--- src/rtl/fpu_pkg.sv ---
`default_nettype none
// +--------------------------------------------------------------------+
// | Package   : fpu_pkg                                                |
// | Purpose   : Shared FP32 field layout, rounding modes and helpers    |
// |             used by the FPU execute-path blocks.                   |
// | Revision  : 1.0  initial release                                   |
// +--------------------------------------------------------------------+
package fpu_pkg;

  // IEEE-754 single precision field layout
  typedef struct packed {
    logic        sign;
    logic [7:0]  exp;
    logic [22:0] man;
  } fp32_t;

  // Per-transaction rounding mode
  typedef enum logic [1:0] {
    RM_RNA = 2'd0,  // nearest, ties away from zero
    RM_RTZ = 2'd1,  // toward zero
    RM_RDN = 2'd2,  // toward -inf
    RM_RUP = 2'd3   // toward +inf
  } rm_e;

  // Operand class resolved at decode time, carried to the rounding stage
  typedef enum logic [1:0] {
    KIND_NUM  = 2'd0,  // finite, needs rounding and range check
    KIND_ZERO = 2'd1,  // zero or subnormal, result is 0
    KIND_SAT  = 2'd2   // Inf/NaN/out-of-range, saturate by sign
  } kind_e;

  localparam int FP32_BIAS = 127;

  function automatic logic fp32_is_nan(input fp32_t x);
    return (x.exp == 8'hFF) && (x.man != 23'd0);
  endfunction

endpackage : fpu_pkg
`default_nettype wire

--- src/rtl/fpu_ftoi_round.sv ---
`default_nettype none
// +--------------------------------------------------------------------+
// | Module    : fpu_ftoi_round                                         |
// | Purpose   : Applies the rounding increment to a truncated magnitude |
// |             using guard/sticky bits, sign and rounding mode.       |
// | Revision  : 1.0  initial release                                   |
// +--------------------------------------------------------------------+
module fpu_ftoi_round
  import fpu_pkg::*;
#(
  parameter int MAG_W = 33
) (
  input  logic [MAG_W-1:0] i_mag,
  input  logic             i_guard,
  input  logic             i_sticky,
  input  logic             i_sign,
  input  rm_e              i_rm,
  output logic [MAG_W-1:0] o_mag
);

  logic w_inexact;
  logic w_inc;

  // Pick the +1 decision for the magnitude; direction modes depend on sign
  always_comb begin
    w_inexact = i_guard | i_sticky;
    w_inc     = 1'b0;
    case (i_rm)
      RM_RNA:  w_inc = i_guard;
      RM_RTZ:  w_inc = 1'b0;
      RM_RDN:  w_inc = i_sign & w_inexact;
      RM_RUP:  w_inc = ~i_sign & w_inexact;
      default: w_inc = 1'b0;
    endcase
    o_mag = i_mag + MAG_W'(w_inc);
  end

endmodule : fpu_ftoi_round
`default_nettype wire

--- src/rtl/fpu_ftoi_pipe.sv ---
`default_nettype none
// +--------------------------------------------------------------------+
// | Module    : fpu_ftoi_pipe                                          |
// | Purpose   : Pipelined FP32 -> signed integer converter with        |
// |             per-op rounding mode, saturation and valid/ready flow. |
// | Revision  : 1.0  initial release                                   |
// +--------------------------------------------------------------------+
module fpu_ftoi_pipe
  import fpu_pkg::*;
#(
  parameter int STAGES = 2,
  parameter int OUT_W  = 32
) (
  input  logic             clk,
  input  logic             rst,
  input  logic             in_valid,
  output logic             in_ready,
  input  logic [31:0]      in_x,
  input  logic [1:0]       in_rm,
  input  logic [4:0]       in_tag,
  output logic             out_valid,
  input  logic             out_ready,
  output logic [OUT_W-1:0] out_y,
  output logic             out_ovf,
  output logic [4:0]       out_tag
);

  // One spare magnitude bit absorbs the carry of a rounding increment
  localparam int c_MAG_W    = OUT_W + 1;
  localparam int c_DEC_W    = c_MAG_W + 12;
  localparam int c_FIN_W    = OUT_W + 6;
  localparam int c_INT_EXP  = FP32_BIAS + 23;     // exponent where ulp == 1
  localparam int c_FRAC_EXP = FP32_BIAS - 1;      // below this only sticky survives
  localparam int c_HUGE_EXP = FP32_BIAS + OUT_W;  // magnitude >= 2^OUT_W from here on

  localparam logic [c_MAG_W-1:0] c_MAX_MAG = {2'b00, {(OUT_W-1){1'b1}}};
  localparam logic [c_MAG_W-1:0] c_MIN_MAG = {2'b01, {(OUT_W-1){1'b0}}};
  localparam logic [OUT_W-1:0]   c_Y_MAX   = {1'b0, {(OUT_W-1){1'b1}}};
  localparam logic [OUT_W-1:0]   c_Y_MIN   = {1'b1, {(OUT_W-1){1'b0}}};

  logic [STAGES-1:0]  r_valid;
  logic [c_FIN_W-1:0] r_fin;
  logic               w_adv;

  fp32_t              w_x;
  kind_e              w_kind;
  logic               w_sign, w_guard, w_sticky;
  logic [23:0]        w_sig;
  logic [47:0]        w_ext;
  logic [7:0]         w_lsh, w_rsh;
  logic [c_MAG_W-1:0] w_mag;
  logic [c_DEC_W-1:0] w_dec_in, w_dec_rnd;
  logic               w_src_valid;

  logic [1:0]         w_r_kind, w_r_rm;
  logic               w_r_sign, w_r_guard, w_r_sticky;
  logic [c_MAG_W-1:0] w_r_mag, w_rnd_mag;
  logic [4:0]         w_r_tag;
  logic [OUT_W-1:0]   w_y, w_neg_y;
  logic               w_ovf;
  logic [c_FIN_W-1:0] w_fin;

  // The whole pipe moves together; only a held, unconsumed result stalls it
  assign w_adv     = !r_valid[STAGES-1] || out_ready;
  assign in_ready  = w_adv;
  assign out_valid = r_valid[STAGES-1];
  assign {out_ovf, out_y, out_tag} = r_fin;
  assign w_x       = fp32_t'(in_x);
  assign w_sig     = {1'b1, w_x.man};

  // Decode the operand and align it to the integer point with guard/sticky
  always_comb begin
    w_kind   = KIND_NUM;
    w_sign   = w_x.sign;
    w_mag    = '0;
    w_guard  = 1'b0;
    w_sticky = 1'b0;
    w_ext    = '0;
    w_lsh    = '0;
    w_rsh    = '0;
    if (w_x.exp == 8'd0) begin
      w_kind = KIND_ZERO;
    end else if (fp32_is_nan(w_x)) begin
      w_kind = KIND_SAT;
      w_sign = 1'b0;  // NaN always saturates positive
    end else if (w_x.exp >= 8'(c_HUGE_EXP)) begin
      w_kind = KIND_SAT;  // includes +/-Inf
    end else if (w_x.exp >= 8'(c_INT_EXP)) begin
      w_lsh = w_x.exp - 8'(c_INT_EXP);
      w_mag = c_MAG_W'(w_sig) << w_lsh;
    end else if (w_x.exp >= 8'(c_FRAC_EXP)) begin
      w_rsh    = 8'(c_INT_EXP) - w_x.exp;
      w_ext    = {w_sig, 24'd0} >> w_rsh;
      w_mag    = c_MAG_W'(w_ext[47:24]);
      w_guard  = w_ext[23];
      w_sticky = |w_ext[22:0];
    end else begin
      w_sticky = 1'b1;  // |x| < 0.5 and nonzero
    end
  end

  assign w_dec_in = {w_kind, w_sign, in_rm, w_guard, w_sticky, w_mag, in_tag};

  generate
    if (STAGES == 1) begin : g_single
      assign w_dec_rnd   = w_dec_in;
      assign w_src_valid = in_valid;
    end else begin : g_multi
      logic [c_DEC_W-1:0] r_dec [STAGES-1];

      // Decode result in stage 0, then pass-through stages up to the last
      always_ff @(posedge clk) begin
        if (w_adv) begin
          r_dec[0] <= w_dec_in;
          for (int s = 1; s < STAGES - 1; s++) begin
            r_dec[s] <= r_dec[s-1];
          end
        end
      end

      assign w_dec_rnd   = r_dec[STAGES-2];
      assign w_src_valid = r_valid[STAGES-2];
    end
  endgenerate

  assign {w_r_kind, w_r_sign, w_r_rm, w_r_guard, w_r_sticky, w_r_mag, w_r_tag} = w_dec_rnd;

  fpu_ftoi_round #(
    .MAG_W (c_MAG_W)
  ) u_round (
    .i_mag    (w_r_mag),
    .i_guard  (w_r_guard),
    .i_sticky (w_r_sticky),
    .i_sign   (w_r_sign),
    .i_rm     (rm_e'(w_r_rm)),
    .o_mag    (w_rnd_mag)
  );

  assign w_neg_y = -w_rnd_mag[OUT_W-1:0];

  // Range check after rounding and apply the sign, saturating out-of-range values
  always_comb begin
    w_y   = '0;
    w_ovf = 1'b0;
    case (w_r_kind)
      KIND_SAT: begin
        w_ovf = 1'b1;
        w_y   = w_r_sign ? c_Y_MIN : c_Y_MAX;
      end
      KIND_NUM: begin
        if (!w_r_sign) begin
          if (w_rnd_mag > c_MAX_MAG) begin
            w_ovf = 1'b1;
            w_y   = c_Y_MAX;
          end else begin
            w_y = w_rnd_mag[OUT_W-1:0];
          end
        end else if (w_rnd_mag > c_MIN_MAG) begin
          w_ovf = 1'b1;
          w_y   = c_Y_MIN;
        end else begin
          w_y = w_neg_y;  // -2^(OUT_W-1) is exact here
        end
      end
      default: begin
        w_y   = '0;
        w_ovf = 1'b0;
      end
    endcase
  end

  assign w_fin = {w_ovf, w_y, w_r_tag};

  // Per-stage valid bits shift forward whenever the pipe advances
  always_ff @(posedge clk) begin
    if (rst) begin
      r_valid <= '0;
    end else if (w_adv) begin
      r_valid[0] <= in_valid;
      for (int s = 1; s < STAGES; s++) begin
        r_valid[s] <= r_valid[s-1];
      end
    end
  end

  // Output register; holds its value while the consumer stalls
  always_ff @(posedge clk) begin
    if (rst) begin
      r_fin <= '0;
    end else if (w_adv && w_src_valid) begin
      r_fin <= w_fin;
    end
  end

endmodule : fpu_ftoi_pipe
`default_nettype wire

--- config.mk ---
export PLATFORM = sky130hd
export DESIGN_NAME = fpu_ftoi_pipe
export DESIGN_NICKNAME = d
export VERILOG_FILES = /design/src/rtl/fpu_pkg.sv /design/src/rtl/fpu_ftoi_round.sv /design/src/rtl/fpu_ftoi_pipe.sv
export SDC_FILE = /design/constraint.sdc
export NUM_CORES = 1
export LEC_CHECK = 0
export CAP_MARGIN = 25
export CELL_PAD_IN_SITES_DETAIL_PLACEMENT = 0
export CELL_PAD_IN_SITES_GLOBAL_PLACEMENT = 1
export CORE_MARGIN = 1.5
export CORE_UTILIZATION = 45
export CTS_CLUSTER_DIAMETER = 150
export DETAILED_ROUTE_END_ITERATION = 6
export PLACE_DENSITY = 0.88
export REMOVE_ABC_BUFFERS = 1
export SLEW_MARGIN = 20
export SYNTH_ARGS = -nofsm -noshare
export SYNTH_HDL_FRONTEND = slang
export SYNTH_SLANG_ARGS = --single-unit
--- constraint.sdc ---
create_clock -name clk -period 5.9 [get_ports clk]
set_clock_uncertainty 0.2 [all_clocks]
set_input_delay 1.18 -clock clk [delete_from_list [all_inputs] [get_ports clk]]
set_output_delay 1.18 -clock clk [all_outputs]
set_load 0.02 [all_outputs]
==> impl_metrics.json <==
{
  "antenna_found_initial": 0,
  "grt.total_usage": 0.272,
  "dpl_cell_area_mm2": 0.0101,
  "fmaxAchievable_mhz": 197,
  "final_area_mm2": 0.0104,
  "grt_max_degree": 65,
  "drt_first_pass_iters": 6,
  "drtAntennaViolNets": 0,
  "ctsHoldBuffers": 0,
  "io_pins": 83,
  "cts.sinks": 85,
  "synth_compound_area_frac": 0.232,
  "layout.cells.non_filler": 1439,
  "min-delay-start": "r_fin[32]",
  "path_class": "input pin to flop",
  "p_per_area_mw_per_mm2": 207,
  "synth_xor_area_frac": 0.0635,
  "status": "completed",
  "cts_setup_buffers": 0,
  "drc": 0,
  "cts-root-buf": "clkbuf_16",
  "synthMuxAreaShare": 0.130,
  "avgSynthCellArea_um2": 7.97,
  "synth-warning-count": 0,
  "clk_pin_slew_worst_paths_ns": 0.07,
  "finalSetupViolations": 0,
  "wl_per_cell_um": 20.0,
  "place.gp.congestion": 1.01,
  "final-hold-violation-count": 0,
  "design.core.area_mm2": 0.0197,
  "fp-row-count": 51,
  "synth_edf_count": 45,
  "dpl.cell_count": 1422,
  "pwr-share-seq": 0.329,
  "clockBufferDepth": 2,
  "maxSlewViolCount": 0,
  "most-common-layout-cells": "116 x nand2_1, 108 x nor2_1, 81 x clkdlybuf4s50_1, 73 x a21oi_1, 55 x o21ai_0",
  "die_x_um": 145,
  "hold_end": "r_fin[32]",
  "hold_class": "flop to flop",
  "post-dp-hpwl_um": 22300,
  "yosys.area.top_type_share": 0.149,
  "p_comb_frac": 0.411,
  "synth_fa_ha_area_frac": 0.0110,
  "startpoint_type": "input pin",
  "synth_top_family_by_area": "simple AND/OR/NAND/NOR gates",
  "synth.distinct_cells": 89,
  "initial_core_util": 0.462,
  "die_h_um": 145,
  "ys_async_sr_fraction": 0,
  "worst_pin_slew_ns": 0.919,
  "drive_gt1_frac": 0.125,
  "p_sw_frac": 0.385,
  "totalWireLength_um": 28800,
  "hold_depth": 2,
  "grt_setup_unrepaired": "no",
  "yosysTopAreaCell": "edfxtp_1",
  "register_area_mm2": 0.00215,
  "grt_pass1_wl_um": 46500,
  "endpoint_kind": "flop",
  "synth_area_mm2": 0.00909,
  "p_clk_frac": 0.260,
  "relSlewSlack": 0.386,
  "cts_tree": "done",
  "preCtsSetupSlack_ns": 0.564,
  "ctsResizeCount": 0,
  "avgViaCountPerCell": 6.33,
  "htreeDepth": 3,
  "switchingPower_mw": 0.828,
  "timing.setup.tns_ns": 0,
  "portBuffers": 82,
  "netlist_instances": 1140,
  "multi_input_area_mm2": 0.00644,
  "synth-seq-cells": 85,
  "synth_area_leaders": "edfxtp_1 15%, dfxtp_1 8.8%, mux4_2 6.7%, nand2_1 4.8%, nor2_1 4.5%",
  "critPathRequiredTime_ns": 5.85,
  "grt_pass1_vias": 8495,
  "cts_buffers": 9,
  "critPathMaxFanout": 42,
  "final_common_cell": "nand2_1",
  "vias": 9111,
  "power_leakage_nw": 3.58,
  "diodes": 0,
  "peakVddDrop_mv": 0.133,
  "ys_seq_area_frac": 0.237,
  "crit_arrival_ns": 5.03,
  "final.fill_count": 1923,
  "fin_crit_ns": 5.08,
  "drt-initial-drc-count": 788,
  "grt-ovfl-total": 0,
  "final_nets": 1220,
  "synth-simple-area-share": 0.269,
  "fin_crit_sh": 0.861,
  "reg2reg_from": "g_multi.r_dec[0][42]",
  "die_area_mm2": 0.0211,
  "syn_to_final_growth_pct": 14.3,
  "drv_cap": 0,
  "clock_latency_ns": 0.35,
  "fin_ws_ns": 0.822,
  "ff2ff_setup_slack_ns": 0.86,
  "reg2reg_depth": 14,
  "intPower_mw": 1.32,
  "synth_ff_type": "edfxtp_1",
  "r2r_end": "r_fin[8]"
}
worst max-delay path, stage by stage:
cell and delay (ns):
clkdlybuf4s50_1 0.42, buf_4 0.28, ha_1 0.35, xnor2_2 0.69, mux2_2 0.41, nor4_1 0.61
nand2_1 0.12, a21oi_1 0.26, nor4_1 0.10, a211oi_1 0.25, a21oi_1 0.08, a221oi_1 0.27
layer usage:
metal,global-route usage,part of all wire,vias up
li1,-,-,4375
met2,0.466,0.48,402
met1,0.348,0.42,4255
met4,0.125,0.043,0
met3,0.0236,0.052,79
met5,0,0,-
cell families (layout without fill, tap and decap cells):
group,count (synthesis),count (layout)
xor gates and xnor gates,65,65
and+or+nand+nor,472,472
muxes,82,82
buffers and inverters,122,156
DFF,85,85
AOI/OAI and AO/OA,306,306
adders and majority gates,8,8
worst max-delay path by stage:
stage	start	endpoint	slack [ns]	cells after the start
after floorplan	g_multi.r_dec[0][42]	r_fin[8]	0.71	15
after global placement	in_x[24]	g_multi.r_dec[0][38]	0.63	12
after detailed placement	in_x[24]	g_multi.r_dec[0][38]	0.56	12
after CTS	g_multi.r_dec[0][42]	r_fin[8]	0.77	14
after global routing	g_multi.r_dec[0][42]	r_fin[8]	0.35	14
final	in_x[24]	g_multi.r_dec[0][38]	0.82	12
flip-flops by register name (all words and copies together), names as in the netlist:
register and flops:
g_multi.r_dec 45, r_valid 2, r_fin 38
cell type report:
type / instances / area share
Clock inverter: 7 / 0.00710
Timing Repair Buffer: 117 / 0.105
Sequential cell: 85 / 0.207
Inverter: 23 / 0.00831
Tap cell: 265 / 0.0319
Multi-Input combinational cell: 933 / 0.619
Clock buffer: 9 / 0.0217
power groups by stage:
stage                     Clock, mW  Combinational (mW)  Sequential [mW]
after CTS                     0.574               0.873            0.708
after floorplan                   0               0.542            0.737
after global placement            0               0.870            0.719
after detailed placement          0               0.868            0.721
final                         0.561               0.884            0.708
after global routing          0.600               0.956            0.715
through the flow:
stage	hold WS [ns]	total power [mW]	utilization
2_1_floorplan	0.241	1.28	-
3_3_place_gp	0.241	1.59	0.513
3_5_place_dp	0.243	1.59	0.513
4_1_cts	0.256	2.15	0.528
5_1_grt	0.282	2.27	0.529
6_report	0.251	2.15	0.529
synthesized netlist by cell type (5+ instances only):
cell	instances
nand2_1	116
nor2_1	108
a21oi_1	73
clkbuf_1	65
o21ai_0	55
edfxtp_1	45
dfxtp_1	40
nor3_1	40
xnor2_1	40
nand3_1	37
mux2i_1	36
a211oi_1	31
nand4_1	30
mux4_2	27
nor4_1	24
xor2_1	24
inv_1	20
mux2_2	19
o22ai_1	19
nor2b_1	18
and2_1	13
buf_1	13
buf_2	12
or3_1	12
and3_1	11
nor3_2	10
o211ai_1	10
a31oi_1	9
nor3b_1	9
a22oi_1	8
ha_1	8
o21ai_1	8
a211oi_2	7
buf_4	7
o32ai_1	7
nand2b_1	6
o21a_1	6
a31o_2	5
and4_1	5
nand3b_1	5
o31ai_1	5
Power figures use the tool's default switching activity.
